**config.mk**
```make
export PLATFORM = sky130hd
export DESIGN_NAME = clk_rst_seq
export DESIGN_NICKNAME = d
export VERILOG_FILES = /design/src/rtl/clk_rst_seq.sv
export SDC_FILE = /design/constraint.sdc
export NUM_CORES = 1
export LEC_CHECK = 0
export BUFFER_PORTS_ARGS = -buffer_cell sky130_fd_sc_hd__buf_2
export CAP_MARGIN = 20
export CORE_MARGIN = 2
export CORE_UTILIZATION = 40
export CTS_CLUSTER_DIAMETER = 30
export DETAILED_ROUTE_END_ITERATION = 7
export HOLD_SLACK_MARGIN = 0.02
export PLACE_DENSITY = 0.58
export SKIP_LAST_GASP = 1
export SLEW_MARGIN = 20
export SYNTH_ARGS = -nofsm -noshare
export SYNTH_HDL_FRONTEND = slang
export SYNTH_SLANG_ARGS = --single-unit
export TNS_END_PERCENT = 30
```
**constraint.sdc**
```tcl
create_clock -name clk -period 2.15 [get_ports clk]
set_input_delay 0.43 -clock clk [delete_from_list [all_inputs] [get_ports clk]]
set_output_delay 0.43 -clock clk [all_outputs]
set_load 0.1 [all_outputs]
```
**src/rtl/clk_rst_seq.sv**
```systemverilog
// clk_rst_seq: clock-enable generator and ordered reset sequencer.
// A free-running divider produces phase-aligned single-cycle enables
// (ce[k] period 2^(k+1) clk cycles). After PLL lock has been stable for
// RESET_CYCLES cycles, the domain resets are released one at a time, lowest
// index first. Each release waits GAP_CYCLES idle cycles, then for the
// domain's ready, then for a slowest-enable pulse. Losing a released domain's
// ready re-sequences from that domain upward. Losing lock returns to HOLD.
// Handshake: dom_ready[i] is a level, not a pulse. Domain i leaves reset only
// on a cycle where it is 1, and must stay 1 for as long as i is released.
// A 0 on any released domain is taken as a request to reset that domain again.
// All outputs are registered, so no input reaches an output combinationally.
module clk_rst_seq #(
   parameter int NUM_EN       = 3,
   parameter int NUM_DOM      = 2,
   parameter int RESET_CYCLES = 1023,
   parameter int GAP_CYCLES   = 16
) (
   input  logic               clk,
   input  logic               reset,
   input  logic               pll_locked,
   input  logic [NUM_DOM-1:0] dom_ready,
   output logic [NUM_EN-1:0]  ce,
   output logic [NUM_DOM-1:0] dom_reset,
   output logic               all_ready
);

   localparam int STR_W = $clog2(RESET_CYCLES + 1);
   localparam int GAP_W = (GAP_CYCLES > 0) ? $clog2(GAP_CYCLES + 1) : 1;
   localparam int IDX_W = (NUM_DOM > 1) ? $clog2(NUM_DOM) : 1;

   localparam logic [STR_W-1:0] STR_LAST = STR_W'(RESET_CYCLES - 1);
   localparam logic [GAP_W-1:0] GAP_LAST = GAP_W'(GAP_CYCLES);
   localparam logic [IDX_W-1:0] IDX_LAST = IDX_W'(NUM_DOM - 1);

   typedef enum logic [1:0] {
      ST_HOLD    = 2'd0,
      ST_STRETCH = 2'd1,
      ST_SEQ     = 2'd2,
      ST_RUN     = 2'd3
   } state_t;

   state_t              state_q, state_d;
   logic [NUM_EN-1:0]   div_q,   div_d;
   logic [STR_W-1:0]    str_q,   str_d;
   logic [GAP_W-1:0]    gap_q,   gap_d;
   logic [IDX_W-1:0]    idx_q,   idx_d;

   logic [NUM_EN-1:0]   ce_d;
   logic [NUM_DOM-1:0]  dom_reset_d;
   logic                all_ready_d;

   logic                lock_loss;
   logic                gap_done;
   logic                cur_ready;
   logic                release_now;
   logic                lost_any;
   logic [NUM_DOM-1:0]  lost;
   logic [IDX_W-1:0]    lost_idx;

   // Event decode: lock loss, lowest released domain that dropped ready,
   // and whether the current domain may be released this cycle. A release
   // is decided when the divider is all ones, so the domain's reset falls
   // on the same edge as the slowest enable pulse.
   always_comb begin
      lock_loss = (state_q != ST_HOLD) && !pll_locked;
      lost      = ~dom_reset & ~dom_ready;
      lost_any  = 1'b0;
      lost_idx  = '0;
      for (int i = NUM_DOM - 1; i >= 0; i--) begin
         if (lost[i]) begin
            lost_any = 1'b1;
            lost_idx = IDX_W'(i);
         end
      end
      cur_ready = 1'b0;
      for (int i = 0; i < NUM_DOM; i++) begin
         if (idx_q == IDX_W'(i)) begin
            cur_ready = dom_ready[i];
         end
      end
      gap_done    = (gap_q == GAP_LAST);
      release_now = (state_q == ST_SEQ) && gap_done && cur_ready && (&div_q);
   end

   // State register with divider, stretch, gap and index counters.
   always_ff @(posedge clk or posedge reset) begin
      if (reset) begin
         state_q <= ST_HOLD;
         div_q   <= '0;
         str_q   <= '0;
         gap_q   <= '0;
         idx_q   <= '0;
      end else begin
         state_q <= state_d;
         div_q   <= div_d;
         str_q   <= str_d;
         gap_q   <= gap_d;
         idx_q   <= idx_d;
      end
   end

   // Next-state and counter update; lock loss overrides ready loss, which
   // overrides a release decided in the same cycle.
   always_comb begin
      state_d = state_q;
      str_d   = str_q;
      gap_d   = gap_q;
      idx_d   = idx_q;
      div_d   = (state_q == ST_HOLD || lock_loss) ? '0 : div_q + NUM_EN'(1);
      case (state_q)
         ST_HOLD: begin
            if (pll_locked) begin
               state_d = ST_STRETCH;
               str_d   = '0;
            end
         end
         ST_STRETCH: begin
            if (str_q == STR_LAST) begin
               state_d = ST_SEQ;
               idx_d   = '0;
               gap_d   = '0;
            end else begin
               str_d = str_q + STR_W'(1);
            end
         end
         ST_SEQ: begin
            if (!gap_done) begin
               gap_d = gap_q + GAP_W'(1);
            end else if (release_now) begin
               if (idx_q == IDX_LAST) begin
                  state_d = ST_RUN;
               end else begin
                  idx_d = idx_q + IDX_W'(1);
                  gap_d = '0;
               end
            end
         end
         ST_RUN: begin
            state_d = ST_RUN;
         end
         default: begin
            state_d = ST_HOLD;
         end
      endcase
      if (lost_any && (state_q == ST_SEQ || state_q == ST_RUN)) begin
         state_d = ST_SEQ;
         idx_d   = lost_idx;
         gap_d   = '0;
      end
      if (lock_loss) begin
         state_d = ST_HOLD;
         str_d   = '0;
         gap_d   = '0;
         idx_d   = '0;
      end
   end

   // Next values of the registered outputs.
   always_comb begin
      logic run_and;
      run_and = 1'b1;
      ce_d    = '0;
      for (int k = 0; k < NUM_EN; k++) begin
         run_and = run_and & div_q[k];
         ce_d[k] = run_and;
      end
      dom_reset_d = dom_reset;
      if (release_now) begin
         for (int i = 0; i < NUM_DOM; i++) begin
            if (idx_q == IDX_W'(i)) begin
               dom_reset_d[i] = 1'b0;
            end
         end
      end
      if (lost_any) begin
         for (int i = 0; i < NUM_DOM; i++) begin
            if (IDX_W'(i) >= lost_idx) begin
               dom_reset_d[i] = 1'b1;
            end
         end
      end
      if (state_q == ST_HOLD || lock_loss) begin
         dom_reset_d = '1;
         ce_d        = '0;
      end
      all_ready_d = (state_d == ST_RUN);
   end

   // Output registers.
   always_ff @(posedge clk or posedge reset) begin
      if (reset) begin
         ce        <= '0;
         dom_reset <= '1;
         all_ready <= 1'b0;
      end else begin
         ce        <= ce_d;
         dom_reset <= dom_reset_d;
         all_ready <= all_ready_d;
      end
   end

endmodule

```
==> results.toml <==
[critical_path]
worstSetupPathType = "reg -> reg"
path_delay_family = "compound AO/OA/AOI/OAI gates"
start_kind = "flip-flop"
critical_path.slowest_cell = "dfrtp_1"
end_kind = "flip-flop"
arrival_ps = 2020
crit_chain = "inv_1 -> ha_1 -> and4_1 -> a41oi_1 -> o221ai_1 -> o22ai_1"
max_stage_delay_ps = 460
critical_path_required_ps = 2350
cp_max_fo = 7
cp.buffers_inverters = 1

[synth]
syn_area_um2 = 1470
synth_edf_count = 0
synthFlopType = "dfrtp_1"
synthArstFlopShare = 1.00
ys_seq_elements = 27
synth.distinct_cells = 45
syn_inst = 150
synth_area_per_cell_um2 = 9.82
yosysWarnings = 0
synth_fp_nets = 161
ys_seq_area_frac = 0.460

[routing]
drc = 0
drt_iter0_drc = 80
viasPerCell = 5.52
dr.pass1.iters = 4
vias = 1154
routed_wl_mm = 2.95
wl_per_cell_um = 14.1
postRouteAntennaNets = 0

[placed_design]
gp_congestion = 0.799
hpwl_mm = 2.09
dp_slack_ps = 347
port_buffers = 10

[global_routing]
grt_pass1_vias = 1130
grt_max_degree = 17
grt_pass1_wl_mm = 5.32
antenna_found_initial = 0
grtUsageTotal = 0.162
grt_overflow_total = 0

[clocking]
htree_levels = 1
path_clk_slew_ps = 100
cts_tree = "built"
cts_buffers = 3
cts_max_path_buffers = 2
clk_latency_ps = 280
post_cts_buffers = 0
cts_sinks = 27
post_cts_resized = 0
cts_hold_buf = 0
clock-root-buffer = "clkbuf_8"

[sta]
fin_crit_sh = 0.849
clock.fmax_ghz = 0.548
drv_slew = 0
finalHoldViolCount = 0
relSlewSlack = 0.649
skew_ps = 12.2
tightest_slew_ps = 525
tns_ps = 0
setup_viol = 0
rsz0062_at_grt = "no"
min_period_ps = 1820
finalWorstSetupSlack_ps = 326

[floorplanning]
core_um2 = 3610
initial_core_util = 0.408
rows = 22
fp.dieArea_um2 = 4180
die_w_um = 64.7
die_y_um = 64.7
io-pin-count = 11

[layout]
final_common_cell = "dfrtp_1"
area_delta_synth_final_pct = 9.26
multiInputGateArea_um2 = 723
final_cell_mix = "dfrtp_1 (25), o21ai_0 (15), buf_2 (10)"
fin_util = 0.446
diodes = 0
drive_gt1_frac = 0.137
seq_area_um2 = 678
fin_nets = 173
fillers = 353

[min_path]
min-delay-path-class = "in -> async"

[pwr]
power_uw = 888
power-per-cell-area_nw_per_um2 = 552
vdd.ir_drop.worst_v = 0.000328
p_leak_uw = 0.000727

[run_status]
status = "finished clean"

[job]
drv_cap = 0
==> cell type report <==
| type | instances | area share |
|---|---|---|
| repair buffers | 12 | 0.0404 |
| flip-flops and latches | 27 | 0.421 |
| clock buffers | 3 | 0.0257 |
| well taps | 48 | 0.0373 |
| inverters | 9 | 0.0210 |
| clock inverters | 1 | 0.00467 |
| multi-input cells | 109 | 0.449 |
==> power by group <==
| part | total, uW | internal [uW] | switching [uW] |
|---|---|---|---|
| logic | 61.1 | 20.4 | 40.7 |
| registers | 523 | 513 | 9.45 |
| clock network | 304 | 132 | 172 |
| total | 888 | 666 | 222 |
==> stage by stage <==
step | instance area, um2 | cells | hold slack [ps]
floorplan | 1470 | 150 | 424
global placement | 1560 | 205 | 444
detailed placement | 1560 | 205 | 453
CTS | 1610 | 209 | 178
global route | 1610 | 209 | 205
finish | 1610 | 209 | 159
==> per-layer routing <==
| metal | global-route usage | share of wire | routed length [um] |
|---|---|---|---|
| met2 | 0.267 | 0.47 | 1400 |
| met3 | 0.0365 | 0.019 | 56 |
| met4 | 0.0452 | 0.0058 | 17 |
| met1 | 0.215 | 0.50 | 1470 |
| met5 | 0 | 0 | 0 |
==> cells by family (layout without fill, tap and decap cells) <==
family | after synthesis | count (layout) | share of synthesized area
flops | 27 | 27 | 0.460
fa+ha+maj | 6 | 6 | 0.0510
compound gates | 45 | 45 | 0.205
xor+xnor | 3 | 3 | 0.0178
mux | 1 | 1 | 0.00680
buf+inv | 14 | 25 | 0.0484
simple gates | 54 | 54 | 0.211
==> worst register-to-register path: cells and delay by family, from the launching register on <==
family / cells / cell delay (ps)
AND/OR/NAND/NOR: 1 / 240
buffers and inverters: 1 / 80
AO/OA/AOI/OAI: 3 / 770
flip-flops: 1 / 460
adder cells (fa/ha/maj): 1 / 200
==> state kept, by name, summed over array words and instances (netlist names) <==
name	cells
str_q	10
div_q	3
state_q	2
dom_reset	2
idx_q	1
ce	3
gap_q	5
all_ready	1
==> path summary, 6_finish.rpt <==
check | from | end | slack [ps] | cells past startpoint
worst min register to register | div_q[0] | div_q[0] | 460 | 1
worst max register to register | str_q[0] | gap_q[1] | 330 | 6
worst min-delay path | reset | ce[2] | 160 | 2
min in group clk | dom_ready[0] | dom_reset[0] | 360 | 2
max in group asynchronous | reset | gap_q[1] | 1380 | 3
worst max-delay path | str_q[0] | gap_q[1] | 330 | 6
==> synthesized netlist by cell type (2+ instances only) <==
cell type  count  area [um2]
a211oi_1       3        22.5
a21oi_1        2        10.0
a22o_1         2        17.5
a31oi_1        3        18.8
and2_1         8        50.1
and3_1         2        12.5
and4_1         3        26.3
buf_2          3        15.0
buf_6          2        22.5
dfrtp_1       25         626
dfstp_2        2        52.6
ha_1           6        75.1
inv_1          9        33.8
nand2_1        8        30.0
nand2b_1       2        12.5
nand3_1        6        30.0
nand4_1        3        18.8
nor2_1         9        33.8
nor2b_1        2        12.5
nor3_1         2        10.0
o211ai_1       2        15.0
o21a_1         2        15.0
o21ai_0       15        75.1
o31ai_1        6        45.0
xnor2_1        3        26.3
Note: power is estimated with default switching activity, not from simulation.
